<file path="src/rtl/regfile_sb_if.sv">
// Decode/writeback bus for the register file: two read ports with busy flags,
// one writeback port, one issue port, and the pipeline flush.
interface regfile_sb_if #(
    parameter int CPU_WIDTH = 16,
    parameter int ADDR_W    = 3
);
    logic [ADDR_W-1:0]    rs1_addr;
    logic [ADDR_W-1:0]    rs2_addr;
    logic [CPU_WIDTH-1:0] rs1_data;
    logic [CPU_WIDTH-1:0] rs2_data;
    logic                 rs1_busy;
    logic                 rs2_busy;
    logic                 wr_en;
    logic [ADDR_W-1:0]    wr_addr;
    logic [CPU_WIDTH-1:0] wr_data;
    logic                 iss_en;
    logic [ADDR_W-1:0]    iss_addr;
    logic                 flush;
    logic [ADDR_W:0]      busy_cnt;

    modport master (
        output rs1_addr, rs2_addr, wr_en, wr_addr, wr_data, iss_en, iss_addr, flush,
        input  rs1_data, rs2_data, rs1_busy, rs2_busy, busy_cnt
    );

    modport slave (
        input  rs1_addr, rs2_addr, wr_en, wr_addr, wr_data, iss_en, iss_addr, flush,
        output rs1_data, rs2_data, rs1_busy, rs2_busy, busy_cnt
    );
endinterface

</file>
<file path="src/rtl/regfile_sb.sv">
// Register file with writeback-to-read bypass and a per-register busy
// scoreboard (with running count) so decode can stall on RAW hazards.
module regfile_sb #(
    parameter int CPU_WIDTH = 16,
    parameter int ADDR_W    = 3,
    parameter int ZERO_REG  = 1
) (
    input  logic         clk,
    input  logic         rst,
    regfile_sb_if.slave  bus
);
    localparam int DEPTH = 1 << ADDR_W;

    logic [CPU_WIDTH-1:0] rf_reg [DEPTH];
    logic [DEPTH-1:0]     busy_reg;
    logic [DEPTH-1:0]     busy_next;
    logic [ADDR_W:0]      busy_cnt_reg;
    logic [ADDR_W:0]      busy_cnt_next;
    logic                 wr_ok;
    logic                 iss_ok;

    assign wr_ok  = bus.wr_en  && !((ZERO_REG != 0) && (bus.wr_addr  == '0));
    assign iss_ok = bus.iss_en && !((ZERO_REG != 0) && (bus.iss_addr == '0));

    genvar gi;
    generate
        for (gi = 0; gi < DEPTH; gi++) begin : g_reg
            localparam logic [ADDR_W-1:0] IDX = ADDR_W'(gi);

            always_ff @(posedge clk or posedge rst) begin
                if (rst) begin
                    rf_reg[gi] <= '0;
                end else if (wr_ok && (bus.wr_addr == IDX)) begin
                    rf_reg[gi] <= bus.wr_data;
                end
            end

            // Priority flush < writeback clear < issue set: a same-cycle issue
            // always leaves the bit set because it names a newer producer.
            assign busy_next[gi] = (iss_ok && (bus.iss_addr == IDX)) |
                                   (busy_reg[gi] & ~bus.flush &
                                    ~(bus.wr_en && (bus.wr_addr == IDX)));
        end
    endgenerate

    always_comb begin
        busy_cnt_next = '0;
        for (int i = 0; i < DEPTH; i++) begin
            busy_cnt_next = busy_cnt_next + (ADDR_W + 1)'(busy_next[i]);
        end
    end

    always_ff @(posedge clk or posedge rst) begin
        if (rst) begin
            busy_reg     <= '0;
            busy_cnt_reg <= '0;
        end else begin
            busy_reg     <= busy_next;
            busy_cnt_reg <= busy_cnt_next;
        end
    end

    assign bus.busy_cnt = busy_cnt_reg;

    always_comb begin
        bus.rs1_data = rf_reg[bus.rs1_addr];
        bus.rs1_busy = busy_reg[bus.rs1_addr];
        if ((ZERO_REG != 0) && (bus.rs1_addr == '0)) begin
            bus.rs1_data = '0;
            bus.rs1_busy = 1'b0;
        end else if (bus.wr_en && (bus.wr_addr == bus.rs1_addr)) begin
            bus.rs1_data = bus.wr_data;
            bus.rs1_busy = 1'b0;
        end
    end

    always_comb begin
        bus.rs2_data = rf_reg[bus.rs2_addr];
        bus.rs2_busy = busy_reg[bus.rs2_addr];
        if ((ZERO_REG != 0) && (bus.rs2_addr == '0)) begin
            bus.rs2_data = '0;
            bus.rs2_busy = 1'b0;
        end else if (bus.wr_en && (bus.wr_addr == bus.rs2_addr)) begin
            bus.rs2_data = bus.wr_data;
            bus.rs2_busy = 1'b0;
        end
    end
endmodule
</file>
<file path="src/flat_wrapper.sv">
// flat-port wrapper written by rule: the top's interface ports become plain ports
module regfile_sb_flat 
#(
    parameter int CPU_WIDTH = 16,
    parameter int ADDR_W    = 3,
    parameter int ZERO_REG  = 1
)
  (clk, rst, bus_rs1_addr, bus_rs2_addr, bus_wr_en, bus_wr_addr, bus_wr_data, bus_iss_en, bus_iss_addr, bus_flush, bus_rs1_data, bus_rs2_data, bus_rs1_busy, bus_rs2_busy, bus_busy_cnt);
  regfile_sb_if #(.CPU_WIDTH(CPU_WIDTH), .ADDR_W(ADDR_W)) bus_i ();
  input  logic clk;
  input  logic rst;
  input wire logic [$bits(bus_i.rs1_addr)-1:0] bus_rs1_addr;
  input wire logic [$bits(bus_i.rs2_addr)-1:0] bus_rs2_addr;
  input wire logic [$bits(bus_i.wr_en)-1:0] bus_wr_en;
  input wire logic [$bits(bus_i.wr_addr)-1:0] bus_wr_addr;
  input wire logic [$bits(bus_i.wr_data)-1:0] bus_wr_data;
  input wire logic [$bits(bus_i.iss_en)-1:0] bus_iss_en;
  input wire logic [$bits(bus_i.iss_addr)-1:0] bus_iss_addr;
  input wire logic [$bits(bus_i.flush)-1:0] bus_flush;
  output wire logic [$bits(bus_i.rs1_data)-1:0] bus_rs1_data;
  output wire logic [$bits(bus_i.rs2_data)-1:0] bus_rs2_data;
  output wire logic [$bits(bus_i.rs1_busy)-1:0] bus_rs1_busy;
  output wire logic [$bits(bus_i.rs2_busy)-1:0] bus_rs2_busy;
  output wire logic [$bits(bus_i.busy_cnt)-1:0] bus_busy_cnt;
  assign bus_i.rs1_addr = bus_rs1_addr;
  assign bus_i.rs2_addr = bus_rs2_addr;
  assign bus_i.wr_en = bus_wr_en;
  assign bus_i.wr_addr = bus_wr_addr;
  assign bus_i.wr_data = bus_wr_data;
  assign bus_i.iss_en = bus_iss_en;
  assign bus_i.iss_addr = bus_iss_addr;
  assign bus_i.flush = bus_flush;
  assign bus_rs1_data = bus_i.rs1_data;
  assign bus_rs2_data = bus_i.rs2_data;
  assign bus_rs1_busy = bus_i.rs1_busy;
  assign bus_rs2_busy = bus_i.rs2_busy;
  assign bus_busy_cnt = bus_i.busy_cnt;
  regfile_sb #(.CPU_WIDTH(CPU_WIDTH), .ADDR_W(ADDR_W), .ZERO_REG(ZERO_REG)) u_core (.clk(clk), .rst(rst), .bus(bus_i));
endmodule
</file>
<file path="config.mk">
export PLATFORM = sky130hd
export DESIGN_NAME = regfile_sb_flat
export DESIGN_NICKNAME = d
export VERILOG_FILES = /design/src/rtl/regfile_sb_if.sv /design/src/rtl/regfile_sb.sv /design/src/flat_wrapper.sv
export SDC_FILE = /design/constraint.sdc
export NUM_CORES = 1
export LEC_CHECK = 0
export CAP_MARGIN = 10
export CORE_MARGIN = 5
export CORE_UTILIZATION = 55
export CTS_CLUSTER_SIZE = 40
export DETAILED_ROUTE_END_ITERATION = 8
export GPL_ROUTABILITY_DRIVEN = 1
export PLACE_DENSITY_LB_ADDON = 0.05
export SYNTH_ARGS = -nofsm -noshare
export SYNTH_HDL_FRONTEND = slang
export SYNTH_SLANG_ARGS = --single-unit
</file>
<file path="constraint.sdc">
create_clock -name clk -period 4.89 [get_ports clk]
set_input_delay 0.7335 -clock clk [delete_from_list [all_inputs] [get_ports clk]]
set_output_delay 0.7335 -clock clk [all_outputs]
set_load 0.02 [all_outputs]
</file>
-- Yosys cells after proc, flatten, opt, wreduce, memory -nomap -nowiden
Cells that the tools add are included.
- bits in registers: 140
- input port bits: 33
- output and inout bits: 38
- $add $sub $neg: 7
- magnitude comparators: 4
- equal/unequal tests: 16
- mux-type cells: 18
- bitwise logic cells: 35
- reductions and logical operators: 34
- operator list (cell ; count):
    $mux 16 ; 8
    $bmux 16 s3 ; 2
    $logic_and 1x1->1 ; 28
    $add 4x1->4 ; 6
    $eq 3x3->1 const B ; 8
    $and 1x1->1 ; 16
    $eq 3x2->1 const B ; 4
    $logic_not 3->1 ; 4
    $not 1->1 ; 9
    $ge 4x4->1 const B ; 2
    $lt 3x4->1 const B ; 2
    $not 3->4 ; 2
    $or 1x1->1 ; 8
    $bmux 1 s3 ; 2
    $eq 3x1->1 const B ; 2
    $eq 3x3->1 ; 2
    $mux 1 ; 6
    $add 1x1->2 ; 1
    $logic_not 1->1 ; 2

-- Longest topological paths before layout
- depth after elaboration: 12
- depth in mapped cells: 14
- gate-level depth less buffers: 12

-- Worst setup path after synthesis
OpenSTA, ideal clock, no wires.
- path type: input -> register
- start: in bus_wr_addr[1]
- end: reg u_core.busy_cnt_reg[1], in the netlist u_core.bus.busy_cnt[1]
- library setup time: 0.064 ns
- data arrival time: 3.938 ns
- required time: 4.826 ns
- slack: 0.888 ns
- stages on the path: 14
- buffers on the path: 2
- cells stage by stage: buf_6 nand2b_4 nor3b_4 buf_12 o32ai_1 ha_1 fa_1 inv_1 fa_1 inv_1 fa_1 inv_1 fa_1 inv_1
- word-level cells in the longest chain between the ends: 12
- RTL lines (item ; RTL line ; text):
    start: declaration ; flat_wrapper.sv:15 ; input wire logic [$bits(bus_i.wr_addr)-1:0] bus_wr_addr;
    $eq 3x1->1 ; regfile_sb.sv:42 ; ~(bus.wr_en && (bus.wr_addr == IDX)));
    $logic_and 1x1->1 ; regfile_sb.sv:42 ;
    $not 1->1 ; regfile_sb.sv:42 ;
    $and 1x1->1 ; regfile_sb.sv:41 ; (busy_reg[gi] & ~bus.flush &
    $or 1x1->1 ; regfile_sb.sv:40 ; assign busy_next[gi] = (iss_ok && (bus.iss_addr == IDX)) |
    named net u_core.busy_next[1] ; regfile_sb.sv:16 ; logic [DEPTH-1:0] busy_next;
    $add 1x1->2 ; regfile_sb.sv:49 ; busy_cnt_next = busy_cnt_next + (ADDR_W + 1)'(busy_next[i]);
    $add 4x1->4 (6 in a row) ; regfile_sb.sv:49 ;
    named net u_core.busy_cnt_next[1] ; regfile_sb.sv:18 ; logic [ADDR_W:0] busy_cnt_next;
    end signal: assignment ; regfile_sb.sv:59 ; busy_cnt_reg <= busy_cnt_next;
    end: declaration ; regfile_sb.sv:17 ; logic [ADDR_W:0] busy_cnt_reg;
The timed path passes the listed nets, and every way through them passes these cells.
A chain may end at the register's enable or synchronous reset.

-- Final worst setup path
- start: in bus_rs1_addr[0]
- end: out bus_rs1_data[14]
- word-level cells in the longest chain between the ends: 6
- RTL lines (item ; RTL line ; text):
    start: declaration ; flat_wrapper.sv:12 ; input wire logic [$bits(bus_i.rs1_addr)-1:0] bus_rs1_addr;
    $not 3->4 (not written as such) ; regfile_sb.sv:66 ; bus.rs1_data = rf_reg[bus.rs1_addr];
    $bmux 16 s3 ; regfile_sb.sv:66 ;
    $mux 16 (not written as such) (2 in a row) ; regfile_sb.sv:66 ;
    $mux 16 ; regfile_sb.sv:71 ; end else if (bus.wr_en && (bus.wr_addr == bus.rs1_addr)) begin
    $mux 16 * ; regfile_sb.sv:68 ; if ((ZERO_REG != 0) && (bus.rs1_addr == '0)) begin
    end: declaration ; flat_wrapper.sv:20 ; output wire logic [$bits(bus_i.rs1_data)-1:0] bus_rs1_data;
Every way passes the cells marked *; elsewhere a longest branch is shown, timed or not. The select of a mux whose other input is x is not followed.

==> results.toml <==
[floorplanning]
die_h_microns = 130
rows = 44
initial_core_util = 0.553
die_area_sq_um = 17000
core_sq_um = 14400
chipWidth_microns = 130
io_pins = 71

[placed_design]
place_inst = 832
io_buffers = 70
gp_congestion = 0.825
hpwl_microns = 13500

[layout]
diodes = 0
final_layout_size_suffix_gt1_frac = 0.334
final.fill_count = 1026
multi_input_area_sq_um = 4040
utilization = 0.658
fin_cells = 864
largest_reg_flops = 128
regArea_sq_um = 3500
final_nets = 707
areaGrowthSynthToFinish_pct = 18.9

[synthesis]
synth.top_cells.by_area = "dfrtp_1 (44%), mux2_2 (13%), mux4_2 (11%)"
synth_edf_count = 0
ys_top_cells_by_count = "dfrtp_1 (140), mux2_2 (92), mux2i_1 (64)"
syn_inst = 606
ys_seq_area_frac = 0.441
async_flop_share = 1.00
ys_types = 40
synth_top_area_cell = "dfrtp_1"
synth_nets = 646
synth.avg_cell_area_sq_um = 13.1
ys.flop_type = "dfrtp_1"
synth.cell_area_sq_um = 7950
post-synth-top-count-cell = "dfrtp_1"
ys_seq_elements = 140
yosys_warnings = 0
yosys.area.top_type_share = 0.441

[detailed_routing]
routed_wl_microns = 21400
dr.pass1.iters = 6
wire_per_inst_microns = 24.8
drt-vias-per-instance = 6.41
drt_iter0_markers = 390
vias = 5536
ant_nets = 0
drc = 0

[clock_tree]
cts_tree = "done"
post_cts_buffers = 0
cts_sinks = 140
clk_pin_slew_worst_paths_ps = 60
cts_buffers = 17
cts_resized = 0
htreeDepth = 4
clockRootBuffer = "clkbuf_16"
cts_buffer_depth = 2
insertion_delay_ps = 420
postCtsHoldBufs = 0

[global_route]
grt_max_degree = 68
grt_pass1_wl_microns = 33600
grt_usage = 0.266
antenna_found_initial = 0
grt_pass1_vias = 5894
grt_overflow = 0

[setup_path]
cp.arrival_ps = 3600
worstRegToRegCells = 11
cp-start-kind = "primary input"
critical_path.max_fanout = 10
crit_path_end_kind = "output pin"
critical_path_required_ps = 4160
critical_path_class = "primary input to output pin"

[sta]
finalCriticalPeriod_ps = 4330
tightest_slew_ps = 1090
slew_headroom = 0.272
fin_crit_sh = 0.885
rsz0062_at_grt = "false"
clock_skew_ps = 4.70
fmax_mhz = 231
tns_ps = 0
finalSetupViolCount = 0
final-hold-violation-count = 0
drv_slew = 0

[power_and_ir_drop]
peakVddDrop_uv = 259
finalPower_mw = 3.99
powerDensity_nw_per_um2 = 422
p_leak_nw = 4.03

[hold_path]
hp-class = "register to register"
holdPathStages = 0

[outcome]
status = "completed"

[job]
maxCapViolCount = 0
-- placed cells by master (no fill, tap or decap), drive strengths merged --
master         count
clkinv             2
ha                 3
nand2              4
o21ai              3
clkdlybuf4s50     68
nand4b             3
bufinv             6
fa                 4
nand3              4
nor3b              2
clkinvlp           3
nor2              32
o22ai             32
o21a               1
or2                2
nor3              33
dfrtp            140
xnor2              7
inv               12
o311a              1
mux2i             64
mux4              38
nor2b              1
clkbuf            21
nand4              3
mux2             112
a211oi            30
buf               35
and4               2
a21oi              3
nand2b             6
o32ai              3
-- per-layer routing --
layer,global-route usage,up-vias,part of all wire
li1,-,2410,-
met1,0.351,2834,0.42
met2,0.438,238,0.50
met3,0.0532,54,0.053
met4,0.0978,0,0.026
met5,0,-,0
-- critical path, cell delays in order --
cell,delay (ps)
clkdlybuf4s50_1,670
or2_1,360
nor2_1,820
buf_4,330
nor3_1,100
clkdlybuf4s50_1,560
-- kinds of logic (layout without fill, tap and decap cells) --
kind of cell,after synthesis,count (layout),synth area share
compound gates,73,73,0.0636
xor+xnor,7,7,0.00771
fa+ha+maj,7,7,0.0148
buf+inv,73,147,0.0516
flops,140,140,0.441
mux,214,214,0.355
simple gates,92,92,0.0664
-- layout make-up --
class / count / area share
inverter: 12 / 0.00529
sequential: 140 / 0.371
clock buffer: 21 / 0.0498
multi-input combinational: 393 / 0.427
tap: 184 / 0.0243
clock inverter: 11 / 0.0225
timing repair buffer: 103 / 0.101
-- final timing paths --
check                                    from                     end  slack (ps)
max reg2reg                u_core.busy_reg[1]  u_core.bus.busy_cnt[1]        1690
min reg2reg                u_core.rf_reg[112]      u_core.rf_reg[112]         400
min in group asynchronous                 rst  u_core.bus.busy_cnt[1]         780
min                        u_core.rf_reg[112]      u_core.rf_reg[112]         400
max                           bus_rs1_addr[0]        bus_rs1_data[14]         560
max in group asynchronous                 rst      u_core.rf_reg[118]        3100
-- metrics by stage --
| step | hold WS, ps | instance area [sq um] | setup slack (ps) |
|---|---|---|---|
| after global routing | 415 | 9460 | 467 |
| after detailed placement | 390 | 8770 | 417 |
| final | 403 | 9460 | 561 |
| after floorplan | 445 | 7950 | 404 |
| after global placement | 384 | 8770 | 508 |
| after CTS | 403 | 9460 | 600 |
-- report_power, final --
group          leakage (nW)  total (mW)  internal [mW]  switching, mW
combinational          1.98       0.977          0.548          0.429
clock                 0.325        1.48          0.995          0.489
sequential             1.73        1.53           1.37          0.155
Note: power is estimated with default switching activity, not from simulation.
